==> src/rtl/pipe_pkg.sv <==
// Shared types and constants for the pipeline hazard/forwarding controller.
// Stage tags carry just enough of each in-flight instruction to detect
// RAW hazards: its destination register and whether it writes / is a load.
package pipe_pkg;

  // Widest register address a tag can hold; narrower addresses are zero-extended.
  localparam int REG_ADDR_W_MAX = 8;

  // Forward-select value meaning "take the operand from the register file".
  localparam int FWD_REGFILE = 0;

  // Tracked-stage index of write-back (1=EX, 2=MEM, 3=WB).
  localparam int WB_STAGE = 3;

  // Instruction word the datapath inserts for a bubble or flush.
  localparam logic [31:0] NOP_INSTR = 32'h0;

  typedef logic [REG_ADDR_W_MAX-1:0] tag_reg_t;

  typedef struct packed {
    logic     valid;
    tag_reg_t dst;
    logic     reg_write;
    logic     mem_read;
  } stage_tag_t;

  localparam stage_tag_t TAG_INVALID = '0;

  // Build the tag of a real instruction entering EX.
  function automatic stage_tag_t make_tag(input tag_reg_t dst, input logic reg_write,
                                          input logic mem_read);
    stage_tag_t t;
    t.valid     = 1'b1;
    t.dst       = dst;
    t.reg_write = reg_write;
    t.mem_read  = mem_read;
    return t;
  endfunction

endpackage

==> src/rtl/pipe_haz_match.sv <==
// haz_match: compares one in-flight stage tag against one ID source register.
// match    - the stage will write the register the ID instruction reads.
// load_hit - same, and the producer is a load (data arrives late).
// Register 0 is hard-wired zero and never produces a match.
module haz_match
  import pipe_pkg::*;
#(
  parameter int REG_ADDR_W = 5
) (
  input  stage_tag_t            tag,
  input  logic [REG_ADDR_W-1:0] src,
  input  logic                  src_used,
  output logic                  match,
  output logic                  load_hit
);

  tag_reg_t src_ext;

  assign src_ext  = tag_reg_t'(src);
  assign match    = src_used && tag.valid && tag.reg_write &&
                    (src != '0) && (tag.dst == src_ext);
  assign load_hit = match && tag.mem_read;

endmodule

==> src/rtl/pipe_hazard_ctrl.sv <==
// pipe_hazard_ctrl: hazard / forwarding controller for the pipelined CPU.
// Tracks a tag for every instruction in stages EX..NUM_TRK, and produces
// IF/ID stall, ID/EX bubble, branch flush (combinational) and the registered
// EX operand forward selects (0 = regfile, k = result of tracked stage k+1).
// Optional build macro HAZ_PERF_CNT_EN adds saturating stall/flush counters.
module pipe_hazard_ctrl
  import pipe_pkg::*;
#(
  parameter  int REG_ADDR_W = 5,
  parameter  int NUM_TRK    = 3,
  parameter  int LOAD_LAT   = 1,
  parameter  int RF_BYPASS  = 1,
  localparam int FWD_W      = $clog2(NUM_TRK)
) (
  input  logic                  clk,
  input  logic                  rst_n,
  input  logic                  id_valid,
  input  logic [REG_ADDR_W-1:0] id_rs,
  input  logic [REG_ADDR_W-1:0] id_rt,
  input  logic                  id_use_rs,
  input  logic                  id_use_rt,
  input  logic [REG_ADDR_W-1:0] id_dst,
  input  logic                  id_reg_write,
  input  logic                  id_mem_read,
  input  logic                  ex_br_taken,
  input  logic                  ext_stall,
  output logic                  stall_if,
  output logic                  bubble_ex,
  output logic                  flush_id,
  output logic [FWD_W-1:0]      fwd_a_sel,
  output logic [FWD_W-1:0]      fwd_b_sel
`ifdef HAZ_PERF_CNT_EN
  ,
  output logic [31:0]           stall_cnt,
  output logic [31:0]           flush_cnt
`endif
);

  // Stage masks over the tracked-stage vectors (bit s-1 = stage s).
  // LAT_MASK: stages whose load data is not yet usable by the instruction in ID.
  // FWD_MASK: stages that will sit in 2..NUM_TRK next cycle (forward sources).
  // WB_MASK : write-back stage, which stalls only without a write-through regfile.
  localparam logic [NUM_TRK:1] LAT_MASK = NUM_TRK'((1 << LOAD_LAT) - 1);
  localparam logic [NUM_TRK:1] FWD_MASK = NUM_TRK'((1 << (NUM_TRK - 1)) - 1);
  localparam logic [NUM_TRK:1] WB_MASK  = NUM_TRK'(1 << (WB_STAGE - 1));

  stage_tag_t       stage_tag [1:NUM_TRK];
  stage_tag_t       id_tag;
  logic             rs_used;
  logic             rt_used;
  logic [NUM_TRK:1] rs_hit;
  logic [NUM_TRK:1] rt_hit;
  logic [NUM_TRK:1] rs_ld;
  logic [NUM_TRK:1] rt_ld;
  logic [NUM_TRK:1] rs_fwd;
  logic [NUM_TRK:1] rt_fwd;
  logic             load_use;
  logic             wb_haz;
  logic             data_haz;
  logic [FWD_W-1:0] fwd_a_nxt;
  logic [FWD_W-1:0] fwd_b_nxt;

  assign rs_used = id_valid && id_use_rs;
  assign rt_used = id_valid && id_use_rt;
  assign id_tag  = make_tag(tag_reg_t'(id_dst), id_reg_write, id_mem_read);

  for (genvar s = 1; s <= NUM_TRK; s++) begin : g_match
    haz_match #(.REG_ADDR_W(REG_ADDR_W)) u_rs (
      .tag      (stage_tag[s]),
      .src      (id_rs),
      .src_used (rs_used),
      .match    (rs_hit[s]),
      .load_hit (rs_ld[s])
    );
    haz_match #(.REG_ADDR_W(REG_ADDR_W)) u_rt (
      .tag      (stage_tag[s]),
      .src      (id_rt),
      .src_used (rt_used),
      .match    (rt_hit[s]),
      .load_hit (rt_ld[s])
    );
  end

  assign load_use = |((rs_ld | rt_ld) & LAT_MASK);
  assign wb_haz   = (RF_BYPASS == 0) && (|((rs_hit | rt_hit) & WB_MASK));
  assign data_haz = load_use || wb_haz;

  // A load still inside its latency window cannot be a forward source.
  assign rs_fwd = rs_hit & ~(rs_ld & LAT_MASK) & FWD_MASK;
  assign rt_fwd = rt_hit & ~(rt_ld & LAT_MASK) & FWD_MASK;

  // Pipeline control: external stall freezes all, taken branch beats load-use.
  always_comb begin
    stall_if  = 1'b0;
    bubble_ex = 1'b0;
    flush_id  = 1'b0;
    if (ext_stall) begin
      stall_if = 1'b1;
    end else if (ex_br_taken) begin
      flush_id  = 1'b1;
      bubble_ex = 1'b1;
    end else if (data_haz) begin
      stall_if  = 1'b1;
      bubble_ex = 1'b1;
    end
  end

  // Forward select for the ID instruction: youngest eligible producer wins.
  always_comb begin
    fwd_a_nxt = FWD_W'(FWD_REGFILE);
    fwd_b_nxt = FWD_W'(FWD_REGFILE);
    for (int j = NUM_TRK; j >= 1; j--) begin
      if (rs_fwd[j]) fwd_a_nxt = FWD_W'(j);
      if (rt_fwd[j]) fwd_b_nxt = FWD_W'(j);
    end
  end

  // ID -> EX boundary and EX..NUM_TRK tag shift; bubbles enter as invalid tags.
  always_ff @(posedge clk or negedge rst_n) begin
    if (!rst_n) begin
      for (int s = 1; s <= NUM_TRK; s++) stage_tag[s] <= TAG_INVALID;
    end else if (!ext_stall) begin
      stage_tag[1] <= (bubble_ex || !id_valid) ? TAG_INVALID : id_tag;
      for (int s = 2; s <= NUM_TRK; s++) stage_tag[s] <= stage_tag[s-1];
    end
  end

  // ID -> EX boundary for forward selects; a bubble reads the regfile.
  always_ff @(posedge clk or negedge rst_n) begin
    if (!rst_n) begin
      fwd_a_sel <= FWD_W'(FWD_REGFILE);
      fwd_b_sel <= FWD_W'(FWD_REGFILE);
    end else if (!ext_stall) begin
      fwd_a_sel <= bubble_ex ? FWD_W'(FWD_REGFILE) : fwd_a_nxt;
      fwd_b_sel <= bubble_ex ? FWD_W'(FWD_REGFILE) : fwd_b_nxt;
    end
  end

`ifdef HAZ_PERF_CNT_EN
  function automatic logic [31:0] sat_inc(input logic [31:0] v);
    return (v == 32'hFFFF_FFFF) ? v : v + 32'd1;
  endfunction

  // Count data-hazard stall cycles (not memory waits) and branch flushes.
  always_ff @(posedge clk or negedge rst_n) begin
    if (!rst_n) begin
      stall_cnt <= '0;
      flush_cnt <= '0;
    end else begin
      if (stall_if && !ext_stall) stall_cnt <= sat_inc(stall_cnt);
      if (flush_id)               flush_cnt <= sat_inc(flush_cnt);
    end
  end
`endif

endmodule

==> config.mk <==
export PLATFORM = sky130hd
export DESIGN_NAME = pipe_hazard_ctrl
export DESIGN_NICKNAME = d
export VERILOG_FILES = /design/src/rtl/pipe_pkg.sv /design/src/rtl/pipe_haz_match.sv /design/src/rtl/pipe_hazard_ctrl.sv
export SDC_FILE = /design/constraint.sdc
export NUM_CORES = 1
export LEC_CHECK = 0
export ABC_AREA = 1
export CORE_UTILIZATION = 40
export DETAILED_ROUTE_END_ITERATION = 8
export GPL_ROUTABILITY_DRIVEN = 1
export PLACE_DENSITY = 0.67
export SYNTH_ARGS = -nofsm -noshare
export SYNTH_HDL_FRONTEND = slang
export SYNTH_SLANG_ARGS = --single-unit
==> constraint.sdc <==
create_clock -name clk -period 3.93 [get_ports clk]
set_clock_uncertainty 0.1 [all_clocks]
set_input_delay 0.786 -clock clk [delete_from_list [all_inputs] [get_ports clk]]
set_output_delay 0.786 -clock clk [all_outputs]
set_load 0.02 [all_outputs]
==> impl_metrics.csv <==
group,metric,value,unit
timing,max-slew-margin-rel,42.3,%
pwr,powerDensity,252,nW/um^2
routing,wire_per_inst,12.7,um
pwr,p_clk_share,24.0,%
final_layout,final_common_cell,"nand2_1",
synthesis,ys_ff_latch,19,
timing,timing.fmax,275,MHz
final_layout,fill_cells,285,
pwr,intPower,288,uW
global_route,grt_pass1_vias,1154,
final_layout,drive_gt1_share,11.0,%
routing,dr_total_vias,1182,
clock_network,cts_root_buffer,"clkbuf_4",
placed_design,dp.cells,227,
final_layout,fin_cells,231,
clock_network,clockBufferDepth,2,
final_layout,final_util,56.5,%
die,fp.coreArea,2830,sq um
clock_network,cts_tree,"built",
synthesis,ys_types,25,
global_route,track_usage,20.2,%
timing,setup_violations,0,
routing,wl,2.94,mm
die,io_pins,31,
flow_run,drv_cap,0,
setup_path,slowest_delay,0.61,ns
timing,fin_crit,3.63,ns
global_route,grt_antenna_before_repair,0,
synthesis,yosys_warnings,0,
setup_path,path_max_fanout,10,
setup_path,worstPathCellList,"clkdlybuf4s50_1 > nand2_1 > a21oi_1 > nand2_1 > nor2_2 > nand2_2 > nand2_4 > nand2_8 > o21ai_2 > clkdlybuf4s50_1",
setup_path,cp_slowest_cell,"clkdlybuf4s50_1",
clock_network,clk_latency,0.28,ns
clock_network,cts-resized-gates,0,
synthesis,synth-seq-area-share,38.6,%
run_status,outcome,"finished with violations",
synthesis,synth_area,1230,sq um
setup_path,crit_buf_inv,2,
clock_network,htreeDepth,1,
timing,rsz0062_at_grt,"false",
die,start_util,43.6,%
setup_path,crit_family,"buffers and inverters",
setup_path,endpoint_kind,"output pin",
placed_design,dp_hpwl,2.38,mm
worst_hold_path,min-delay-path-class,"flop to flop",
synthesis,postSynthAreaPerCell,7.38,sq um
setup_path,crit_arrival,2.75,ns
final_layout,diodes,0,
routing,firstDrtPassIters,6,
pwr,p_seq_share,53.7,%
setup_path,crit_type,"input port to output pin",
timing,slew_viol_final,0,
pwr,irDropWorstVdd,154,uV
routing,drc,3,
pwr,p_sw,115,uW
pwr,p_leak,0.000724,uW
routing,drt_iter0_drc,27,
run_status,failed_checks,"design-rule violations",
clock_network,post-cts-setup-buffers,0,
setup_path,crit_required,3.04,ns
die,die-area,3310,sq um
die,row_count,19,
routing,drtAntennaViolNets,0,
routing,avgViaCountPerCell,5.12,
synthesis,async_flop_share,100,%
synthesis,synth_nets,191,
pwr,p_comb_share,22.4,%
final_layout,area_growth_syn_to_layout,29.7,%
timing,hold_violations,0,
pwr,sw_frac_of_total,28.6,%
die,die_h,57.5,um
die,dieWidth,57.5,um
clock_network,postCtsHoldBufs,0,
synthesis,synthCells,167,
timing,period_share,92.4,%
synthesis,synth_flop_cell,"dfrtp_1",
synthesis,synth_enable_flop_cells,0,
placed_design,port_buffers,30,
global_route,grt_remaining_overflow,0,
clock_network,clock_sinks,19,
timing,fin_setup_tns,0,ns
placed_design,routabilityCongestion,0.902,
global_route,grt_max_degree,20,
final_layout,layout_common_cells,"nand2_1, clkdlybuf4s50_1, dfrtp_1",
clock_network,cts.clk_slew.worst_paths,0.11,ns
final_layout,nets,225,
clock_network,numCtsBuffers,3,
global_route,grt_pass1_wl,5.07,mm
timing,worst_pin_slew,0.863,ns
setup_path,worstSetupStartpointType,"input port",
-- final cells by class --
| type | count | area [sq um] | area share, % |
|---|---|---|---|
| well taps | 31 | 38.8 | 2.43 |
| multi-input cells | 128 | 679 | 42.5 |
| repair buffers | 32 | 315 | 19.7 |
| inverters | 17 | 63.8 | 3.99 |
| clock buffers | 4 | 26.3 | 1.64 |
| flip-flops and latches | 19 | 475 | 29.7 |
-- routing by layer --
metal,up-vias,wire [um],global-route usage [%]
met5,-,0,0
met4,0,40,6.62
met3,4,130,2.72
met2,24,1420,34.4
met1,555,1350,26.3
li1,599,-,-
-- registers in the layout (all words and copies together) (netlist names) --
| signal | cells |
|---|---|
| fwd_a_sel | 2 |
| fwd_b_sel | 2 |
| stage_tag | 15 |
-- logic make-up after synthesis --
logic type / share of synthesized area (%)
DFF: 38.6
xor gates and xnor gates: 6.40
and+or+nand+nor: 38.6
AOI/OAI and AO/OA: 10.2
buffers and inverters: 6.29
-- worst paths after layout --
path	startpoint	endpoint	slack, ns	depth (start not counted)
min reg2reg	fwd_a_sel[0]	fwd_a_sel[0]	0.39	2
min	fwd_a_sel[0]	fwd_a_sel[0]	0.39	2
max in group asynchronous	rst_n	fwd_b_sel[1]	2.32	1
min in group asynchronous	rst_n	stage_tag[12]	0.88	1
max	id_valid	stall_if	0.30	10
max reg2reg	stage_tag[25]	stage_tag[26]	2.42	9
-- cells in the mapped netlist, types with 2 or more instances --
library cell	number	area [sq um]
o21ai_0	8	40.0
nand2_1	53	199
xnor2_1	8	70.1
nor2_2	5	31.3
nand4_1	9	56.3
nand3_1	7	35.0
buf_2	2	10.0
a21oi_1	6	30.0
o21ai_2	3	26.3
nor2_1	14	52.6
inv_1	16	60.1
a21boi_0	2	15.0
nand2_2	2	12.5
nand2_4	3	33.8
dfrtp_1	19	475
-- power by group through the flow --
stage / Sequential, uW / Clock, uW / Combinational (uW)
final: 216 / 96.7 / 90.1
after detailed placement: 220 / 0 / 90.4
after floorplan: 217 / 0 / 45.7
after CTS: 217 / 100 / 91.2
after global placement: 220 / 0 / 89.1
after global routing: 218 / 114 / 101
-- stage by stage --
step / instance area, sq um / power, uW / setup WS, ns / hold WS, ns
finish: 1600 / 403 / 0.298 / 0.395
global route: 1600 / 433 / 0.169 / 0.446
CTS: 1600 / 408 / 0.289 / 0.399
detailed placement: 1570 / 311 / 0.309 / 0.373
global placement: 1570 / 309 / 0.334 / 0.364
floorplan: 1230 / 263 / 1.41 / 0.349
-- tightest hold or removal path: cells and delay by family (launching register included) --
kind,cells,cell delay (ns)
AOI/OAI and AO/OA,1,0.05
and+or+nand+nor,1,0.06
DFF,1,0.35
(Power assumes the default switching activity.)
